## config.mk

```make
export PLATFORM = sky130hd
export DESIGN_NAME = param_addsub_loader
export DESIGN_NICKNAME = d
export VERILOG_FILES = /design/src/rtl/param_addsub_loader_pkg.sv /design/src/rtl/full_adder.sv /design/src/rtl/param_addsub_loader_addsub.sv /design/src/rtl/param_addsub_loader.sv
export SDC_FILE = /design/constraint.sdc
export NUM_CORES = 1
export LEC_CHECK = 0
export ABC_AREA = 1
export CORE_ASPECT_RATIO = 0.7
export CORE_MARGIN = 2
export CORE_UTILIZATION = 30
export DETAILED_ROUTE_END_ITERATION = 8
export GPL_TIMING_DRIVEN = 0
export PLACE_DENSITY_LB_ADDON = 0.3
export SYNTH_ARGS = -nofsm -noshare
export SYNTH_HDL_FRONTEND = slang
export SYNTH_SLANG_ARGS = --single-unit
```

## constraint.sdc

```tcl
create_clock -name clk -period 4.5 [get_ports clk]
set_clock_uncertainty 0.1 [all_clocks]
set_input_delay 0.9 -clock clk [delete_from_list [all_inputs] [get_ports clk]]
set_output_delay 0.9 -clock clk [all_outputs]
set_load 0.01 [all_outputs]
```

## src/rtl/param_addsub_loader_pkg.sv

```systemverilog
// Shared encodings for the rotary-entry adder/subtractor: entry phases and mode bits.
package param_addsub_loader_pkg;

  typedef enum logic [1:0] {
    PH_LOAD_A    = 2'd0,
    PH_LOAD_B    = 2'd1,
    PH_LOAD_MODE = 2'd2,
    PH_SHOW      = 2'd3
  } phase_t;

  localparam int MODE_SUB = 0;
  localparam int MODE_SAT = 1;

endpackage

```

## src/rtl/full_adder.sv

```systemverilog
// Single-bit full adder cell used by the ripple chain.
module full_adder (
  input  logic a,
  input  logic b,
  input  logic cin,
  output logic s,
  output logic cout
);

  assign s    = a ^ b ^ cin;
  assign cout = (a & b) | (cin & (a ^ b));

endmodule

```

## src/rtl/param_addsub_loader_addsub.sv

```systemverilog
// ripple_addsub: combinational WIDTH-bit two's-complement add/subtract built from full_adder cells.
module ripple_addsub #(
  parameter int WIDTH = 7
) (
  input  logic [WIDTH-1:0] a,
  input  logic [WIDTH-1:0] b,
  input  logic             sub,
  output logic [WIDTH-1:0] raw,
  output logic             cout,
  output logic             ovf
);

  logic [WIDTH:0]   c;
  logic [WIDTH-1:0] b_eff;

  // Subtraction is A + ~B + 1: invert B and inject the +1 as carry-in.
  assign b_eff = b ^ {WIDTH{sub}};
  assign c[0]  = sub;

  for (genvar i = 0; i < WIDTH; i++) begin : g_bit
    full_adder u_fa (
      .a   (a[i]),
      .b   (b_eff[i]),
      .cin (c[i]),
      .s   (raw[i]),
      .cout(c[i+1])
    );
  end

  assign cout = c[WIDTH];
  assign ovf  = c[WIDTH] ^ c[WIDTH-1];

endmodule

```

## src/rtl/param_addsub_loader.sv

```systemverilog
// Nibble-serial operand loader around ripple_addsub with optional signed saturation
// and a registered result.
//
//   state        | meaning
//   PH_LOAD_A    | each entry writes the next nibble of A, low nibble first
//   PH_LOAD_B    | each entry writes the next nibble of B
//   PH_LOAD_MODE | entry takes mode from X[1:0] and registers the result
//   PH_SHOW      | result held; next entry restarts at PH_LOAD_A
module param_addsub_loader
  import param_addsub_loader_pkg::*;
#(
  parameter int WIDTH = 7
) (
  input  logic             clk,
  input  logic             reset,
  input  logic             rotation_event,
  input  logic [3:0]       X,
  output logic [WIDTH-1:0] sum,
  output logic             carry_out,
  output logic             overflow,
  output logic             result_valid,
  output logic [1:0]       phase
);

  localparam int CHUNKS = (WIDTH + 3) / 4;
  localparam int IDXW   = (CHUNKS > 1) ? $clog2(CHUNKS) : 1;
  localparam logic [IDXW-1:0]     IDX_LAST = IDXW'(CHUNKS - 1);
  localparam logic [4*CHUNKS-1:0] NIB0     = '1 >> (4 * CHUNKS - 4);

  phase_t          st;
  logic            prev_ev;
  logic [IDXW-1:0] idx;
  logic [WIDTH-1:0] a_q, b_q;
  logic [WIDTH-1:0] chunk_mask, chunk_data;
  logic [WIDTH-1:0] raw, sat_val, res;
  logic            raw_cout, raw_ovf, entry;

  assign entry = rotation_event & ~prev_ev;

  // Truncating to WIDTH drops the unused upper bits of X on the top chunk.
  assign chunk_mask = WIDTH'(NIB0 << {idx, 2'b00});
  assign chunk_data = WIDTH'({CHUNKS{X}});

  ripple_addsub #(.WIDTH(WIDTH)) u_addsub (
    .a   (a_q),
    .b   (b_q),
    .sub (X[MODE_SUB]),
    .raw (raw),
    .cout(raw_cout),
    .ovf (raw_ovf)
  );

  // On overflow the true result lies beyond the range on A's side.
  assign sat_val = {a_q[WIDTH-1], {(WIDTH-1){~a_q[WIDTH-1]}}};
  assign res     = (X[MODE_SAT] && raw_ovf) ? sat_val : raw;

  always_ff @(posedge clk) begin
    if (reset) begin
      prev_ev      <= 1'b1;
      st           <= PH_LOAD_A;
      idx          <= '0;
      a_q          <= '0;
      b_q          <= '0;
      sum          <= '0;
      carry_out    <= 1'b0;
      overflow     <= 1'b0;
      result_valid <= 1'b0;
    end else begin
      prev_ev <= rotation_event;
      if (entry) begin
        unique case (st)
          PH_LOAD_A: begin
            a_q <= (a_q & ~chunk_mask) | (chunk_data & chunk_mask);
            if (idx == IDX_LAST) begin
              idx <= '0;
              st  <= PH_LOAD_B;
            end else begin
              idx <= idx + 1'b1;
            end
          end
          PH_LOAD_B: begin
            b_q <= (b_q & ~chunk_mask) | (chunk_data & chunk_mask);
            if (idx == IDX_LAST) begin
              idx <= '0;
              st  <= PH_LOAD_MODE;
            end else begin
              idx <= idx + 1'b1;
            end
          end
          PH_LOAD_MODE: begin
            sum          <= res;
            carry_out    <= raw_cout;
            overflow     <= raw_ovf;
            result_valid <= 1'b1;
            st           <= PH_SHOW;
          end
          PH_SHOW: begin
            idx          <= '0;
            result_valid <= 1'b0;
            st           <= PH_LOAD_A;
          end
        endcase
      end
    end
  end

  assign phase = st;

endmodule
```

==> qor.csv, run 1 <==
stage;metric;value;unit
outcome;run_status;finished clean;
worst_setup_path;slowest_delay;0.48;ns
pwr;leakage;0.731;nW
worst_setup_path;crit_buf_inv;6;
final_layout;diodes;0;
final_layout;final_common_cell;inv_1;
final_layout;fin_nets;216;
worst_setup_path;path_cells;clkdlybuf4s50_1 -> clkbuf_4 -> xnor2_1 -> fa_1 -> fa_1 -> fa_1 -> inv_1 -> fa_1 -> fa_1 -> fa_1 -> inv_1 -> nand2_1 -> nand4_1 -> buf_4 -> nand3_1 -> nand2_1 -> inv_1;
cts;cts-root-buf;clkbuf_8;
run;max-cap-violations;0;
floorplanning;row_count;21;
final_layout;area_delta_synth_final;22.4;%
placement;port_buffers;18;
floorplanning;die_y;61.8;um
worst_setup_path;cp_common_cell;fa_1;
route;drt_drc_violations_left;0;
synth;syn_nets;192;
pwr;power_density;265;mW/mm^2
timing;max_slew.worst_pin.slew;0.404;ns
worst_setup_path;slowest_stage;clkdlybuf4s50_1;
pwr;p_sw;0.113;mW
pwr;seqPwrFrac;54.6;%
grt;track_usage;11.3;%
placement;gp_congestion;0.718;
synth;ys_warn_count;0;
cts;cts_max_level;1;
timing;hold_slack;0.368;ns
floorplanning;io_pins;19;
route;drt_iter0_drc;61;
synth;ys_seq_area_share;39.1;%
route;via_per_inst;4.35;
placement;dp.cells;249;
final_layout;stdcell_count;254;
floorplanning;die_w;86.6;um
timing;layout_setup_ws;0.284;ns
grt;grt_max_degree;16;
placement;pre_cts_ws;-0.175;ns
worst_setup_path;worst_ep_required_time;4.59;ns
cts;clock_path_buffers;2;
grt;grt_overflow_total;0;
synth;synth_area;0.00143;sq mm
worst_setup_path;crit_family;adder cells;
floorplanning;core;0.00468;sq mm
route;drt-pass1-iter-count;4;
pwr;switching_share;24.3;%
cts;clock-sinks;28;
grt;grt_pass1_vias;993;
worst_setup_path;worstPathMaxFanout;10;
timing;period_minus_slack;4.22;ns
worst_setup_path;cp.arrival;4.30;ns
final_layout;mostFrequentLayoutCells;inv_1, dfxtp_1, nand2_1;
pwr;power_frac_comb;11.5;%
timing;final-setup-viol-count;0;
timing;rsz0062_at_grt;false;
final_layout;drive_above_1_share;7.61;%
placement;dp_hpwl;2.09;mm
timing;max_freq;237;MHz
timing;max_slew_margin;73.0;%
route;finalWirelength;2.67;mm
grt;grt_pass1_wl;4.57;mm
pwr;total_power;0.466;mW
grt;antenna_found_initial;0;
synth;avgSynthCellArea;8.24;sq um
pwr;p_int;0.352;mW
route;routedWlPerCell;10.5;um
worst_setup_path;worstSetupEndpointType;flip-flop;
timing;hold_viol_final;0;
worst_setup_path;cp-start-kind;primary input;
cts;cts_tree;done;
synth;yosysUniqueCellTypes;26;
cts;cts_made_buffers;3;
pwr;ir_drop;0.140;mV
floorplanning;start_util;30.7;%
timing;finalCritPeriodShare;93.7;%
cts;cts.reportedPaths.clkPinSlew;0.10;ns
pwr;clkPwrFrac;33.9;%
synth;synth_seq_cells;28;
worst_setup_path;worstSetupPathType;primary input to flip-flop;
cts;clk_latency;0.28;ns
min_path;hold_class;flip-flop to flip-flop;
worst_setup_path;ff2ff_setup_slack;1.12;ns
route;num_vias;1105;
route;drtAntennaViolNets;0;
floorplanning;die-area;0.00536;sq mm
final_layout;utilization;37.5;%
synth;syn_inst;174;
timing;final_max_slew_viol_count;0;
[cell families (layout without fill, tap and decap cells)]
logic type	Yosys count	in the layout	share of synthesized area [%]
xor gates and xnor gates	6	6	3.67
buffers and inverters	37	60	10.9
adders and majority gates	11	11	12.7
and+or+nand+nor	47	47	16.1
DFF	28	28	39.1
AOI/OAI and AO/OA	45	45	17.5
[per-layer routing]
| metal | part of all wire (%) | global-route usage [%] | up-vias |
|---|---|---|---|
| li1 | - | - | 595 |
| met1 | 55 | 15.6 | 491 |
| met2 | 41 | 17.6 | 15 |
| met3 | 3.1 | 3.57 | 4 |
| met4 | 0.79 | 2.68 | 0 |
| met5 | 0 | 0 | - |
[final timing paths]
| kind | start | to | cells past startpoint |
|---|---|---|---|
| max | X[0] | sum[0]$_SDFFE_PP0P_ | 17 |
| min | flip-flop | flip-flop | 2 |
| max reg2reg | flip-flop | sum[0]$_SDFFE_PP0P_ | 17 |
| min reg2reg | flip-flop | flip-flop | 2 |
[layout make-up]
type / count / area, sq um
clock buffers: 4 / 55.1
multi-input cells: 109 / 722
inverters: 33 / 124
well taps: 57 / 71.3
fillers: 494 / 2920
repair buffers: 19 / 188
flip-flops and latches: 28 / 561
plain buffers: 4 / 35.0
[timing repair]
action / 4_1_cts / 5_1_grt
setup endpoints to repair: 0 / 7
buffers inserted: 0 / 1
hold buffers: 0 / 0
resized for setup: 0 / 2
[metrics by stage]
stage | TNS, ns | area, sq um
CTS | 0 | 1740
finish | 0 | 1760
global placement | -0.719 | 1690
floorplan | 0 | 1430
detailed placement | -1.15 | 1690
global route | 0 | 1760
[Yosys cell counts (all sizes together)]
master | instances | area share, %
a21oi | 17 | 6.2
buf | 2 | 1.7
clkbuf | 2 | 0.52
clkinv | 1 | 0.26
dfxtp | 28 | 39
fa | 6 | 8.4
ha | 5 | 4.4
inv | 32 | 8.4
nand2 | 20 | 5.2
nand3 | 12 | 5.1
nand4 | 1 | 0.44
nor2 | 13 | 5.1
nor3 | 1 | 0.35
o21a | 6 | 3.1
o21ai | 21 | 7.6
o21bai | 1 | 0.52
xnor2 | 3 | 1.8
xor2 | 3 | 1.8
[tightest hold or removal path: cells and delay by family (launching register included)]
kind	cells	cell delay (ns)
AO/OA/AOI/OAI	1	0.05
flip-flops	1	0.33
buffers and inverters	1	0.05
[power groups by stage]
stage	clock (mW)	sequential, mW	combinational, mW
after floorplan	0	0.260	0.0359
after CTS	0.166	0.254	0.0536
after global routing	0.174	0.255	0.0627
after global placement	0	0.260	0.0527
final	0.158	0.254	0.0536
after detailed placement	0	0.260	0.0534
No activity file was read; power rests on OpenSTA's default activity.
==> run 2, diff against run 1 <==
--- a/config.mk
+++ b/config.mk
@@ -10,6 +10,7 @@
 export CORE_MARGIN = 2
 export CORE_UTILIZATION = 30
 export DETAILED_ROUTE_END_ITERATION = 8
+export DONT_BUFFER_PORTS = 1
 export GPL_TIMING_DRIVEN = 0
 export PLACE_DENSITY_LB_ADDON = 0.3
 export SYNTH_ARGS = -nofsm -noshare
==> qor.csv, run 2 (synthesized netlist as in run 1, its figures left out) <==
stage;metric;value;unit;change
route;num_vias;1024;;-7.3%
timing;fin_setup_tns;0;ns;unchanged
floorplanning;die_y;61.8;um;unchanged
timing;final-setup-viol-count;0;;unchanged
timing;rsz0062_at_grt;false;;
floorplanning;row_count;21;;unchanged
pwr;switching_share;22.9;%;-1.4 points
timing;hold_viol_final;0;;unchanged
pwr;seqPwrFrac;50.7;%;-3.9 points
worst_setup_path;worstPathMaxFanout;10;;unchanged
worst_setup_path;worstSetupEndpointType;flip-flop;;
worst_setup_path;cp-start-kind;primary input;;
min_path;hold_class;flip-flop to flip-flop;;
grt;grt_pass1_vias;897;;-9.7%
timing;max_freq;258;MHz;+8.8%
route;via_per_inst;4.36;;+0.16%
final_layout;area_delta_synth_final;9.95;%;
cts;cts.reportedPaths.clkPinSlew;0.10;ns;about the same
final_layout;utilization;33.7;%;-3.8 points
cts;cts_setup_buffers;0;;unchanged
final_layout;fin_area;0.00158;sq mm;-10%
worst_setup_path;worst_ep_required_time;4.64;ns;+0.05 ns
pwr;ir_drop;0.112;mV;-20%
placement;dp_hpwl;2.08;mm;-0.71%
final_layout;fin_nets;197;;-8.8%
grt;grt_max_degree;17;;+1
placement;port_buffers;0;;-18
route;drtAntennaViolNets;0;;unchanged
cts;clk_latency;0.28;ns;about the same
run;max-cap-violations;0;;unchanged
route;drt_iter0_drc;68;;+11%
pwr;p_int;0.387;mW;+9.8%
pwr;power_frac_comb;8.8;%;-2.7 points
pwr;leakage;0.669;nW;-8.6%
min_path;min_path_cells;2;;unchanged
final_layout;final_common_cell;inv_1;;
timing;finalCritPeriodShare;86.1;%;-7.5 points
placement;post_dp_cell_area;0.00151;sq mm;-11%
final_layout;mostFrequentLayoutCells;inv_1, dfxtp_1, nand2_1;;
route;routedWlPerCell;11.8;um;+12%
worst_setup_path;worstSetupPathType;primary input to flip-flop;;
cts;cts_resized;0;;unchanged
timing;max_slew.worst_pin.slew;0.416;ns;+0.0114 ns
cts;cts_max_level;1;;unchanged
outcome;run_status;finished clean;;
grt;track_usage;11.1;%;-0.22 points
grt;antenna_found_initial;0;;unchanged
pwr;p_sw;0.115;mW;+1.5%
route;drt_drc_violations_left;0;;unchanged
worst_setup_path;r2r-end;sum[0]$_SDFFE_PP0P_;;
cts;cts_made_buffers;3;;unchanged
floorplanning;die-area;0.00536;sq mm;unchanged
floorplanning;die_w;86.6;um;unchanged
floorplanning;core;0.00468;sq mm;unchanged
final_layout;diodes;0;;unchanged
route;finalWirelength;2.77;mm;+3.5%
final_layout;drive_above_1_share;7.30;%;-0.31 points
cts;ctsHoldBuffers;0;;unchanged
cts;cts_tree;done;;
worst_setup_path;ff2ff_setup_slack;1.00;ns;-0.12 ns
placement;gp_congestion;0.725;;+0.93%
pwr;power_density;318;mW/mm^2;+20%
timing;max_slew_margin;72.3;%;-0.76 points
worst_setup_path;cp.arrival;4.02;ns;-0.28 ns
timing;final_max_slew_viol_count;0;;unchanged
worst_setup_path;r2r_cells;15;;-2
pwr;total_power;0.502;mW;+7.8%
cts;cts-root-buf;clkbuf_8;;
floorplanning;start_util;30.7;%;unchanged
cts;clock-sinks;28;;unchanged
floorplanning;io_pins;19;;unchanged
timing;period_minus_slack;3.88;ns;-0.340 ns
pwr;clkPwrFrac;40.4;%;+6.5 points
route;drt-pass1-iter-count;4;;unchanged
grt;grt_pass1_wl;4.51;mm;-1.5%
grt;grt_overflow_total;0;;unchanged
cts;clock_path_buffers;2;;unchanged
[run 2: changes by cell type in the layout (fill, tap and decap cells not counted)]
| cell | before | now |
|---|---|---|
| clkdlybuf4s50_1 | 18 | 0 |
| buf_2 | 0 | 1 |
| buf_4 | 1 | 0 |
| bufinv_16 | 0 | 1 |
| clkbuf_4 | 1 | 0 |
| clkbuf_8 | 4 | 3 |
| nand3_1 | 10 | 11 |
| nand3_2 | 1 | 0 |
[run 2: worst max path at each step]
stage / slack, ns / to / start
after CTS: 0.63 / sum[0]$_SDFFE_PP0P_ / X[0]
after floorplan: 0.67 / sum[6]$_SDFFE_PP0P_ / X[0]
after global placement: 0.37 / sum[4]$_SDFFE_PP0P_ / X[0]
after detailed placement: 0.32 / sum[0]$_SDFFE_PP0P_ / X[0]
final: 0.62 / sum[0]$_SDFFE_PP0P_ / X[0]
after global routing: 0.36 / sum[3]$_SDFFE_PP0P_ / X[0]
[run 2: power by group through the flow]
stage                     Sequential [mW]  Combinational, mW  Clock (mW)
after floorplan                     0.260             0.0359           0
after global placement              0.260             0.0445           0
after detailed placement            0.260             0.0451           0
after CTS                           0.255             0.0453       0.211
after global routing                0.255             0.0518       0.219
final                               0.255             0.0444       0.203
[run 2: cell type report]
| cell class | instances | area, sq um |
|---|---|---|
| plain buffers | 4 | 32.5 |
| clock buffers | 3 | 41.3 |
| clock inverters | 1 | 30.0 |
| fillers | 521 | 3100 |
| inverters | 33 | 124 |
| multi-input cells | 109 | 717 |
| flip-flops and latches | 28 | 561 |
| well taps | 57 | 71.3 |
[run 2: per-stage QoR]
stage	hold slack [ns]	worst slack (ns)	std cells
after floorplan	0.335	0.670	174
after detailed placement	0.350	0.317	231
final	0.364	0.624	235
after global routing	0.384	0.357	235
after global placement	0.347	0.371	231
after CTS	0.365	0.625	235
[run 2: metal layers]
layer	vias up	routed length (um)	global-route usage, %
met4	0	23	3.35
met1	444	1510	16.4
met2	18	1100	14.9
li1	558	-	-
met5	-	0	0
met3	4	131	3.96
[run 2: worst max-delay path, cell delays in order]
cell,delay [ns]
buf_2,0.23
xnor2_1,0.14
fa_1,0.42
fa_1,0.40
fa_1,0.38
inv_1,0.09
fa_1,0.18
fa_1,0.25
fa_1,0.21
inv_1,0.06
nand2_1,0.09
nand4_1,0.33
nand3_1,0.22
nand2_1,0.07
inv_1,0.04
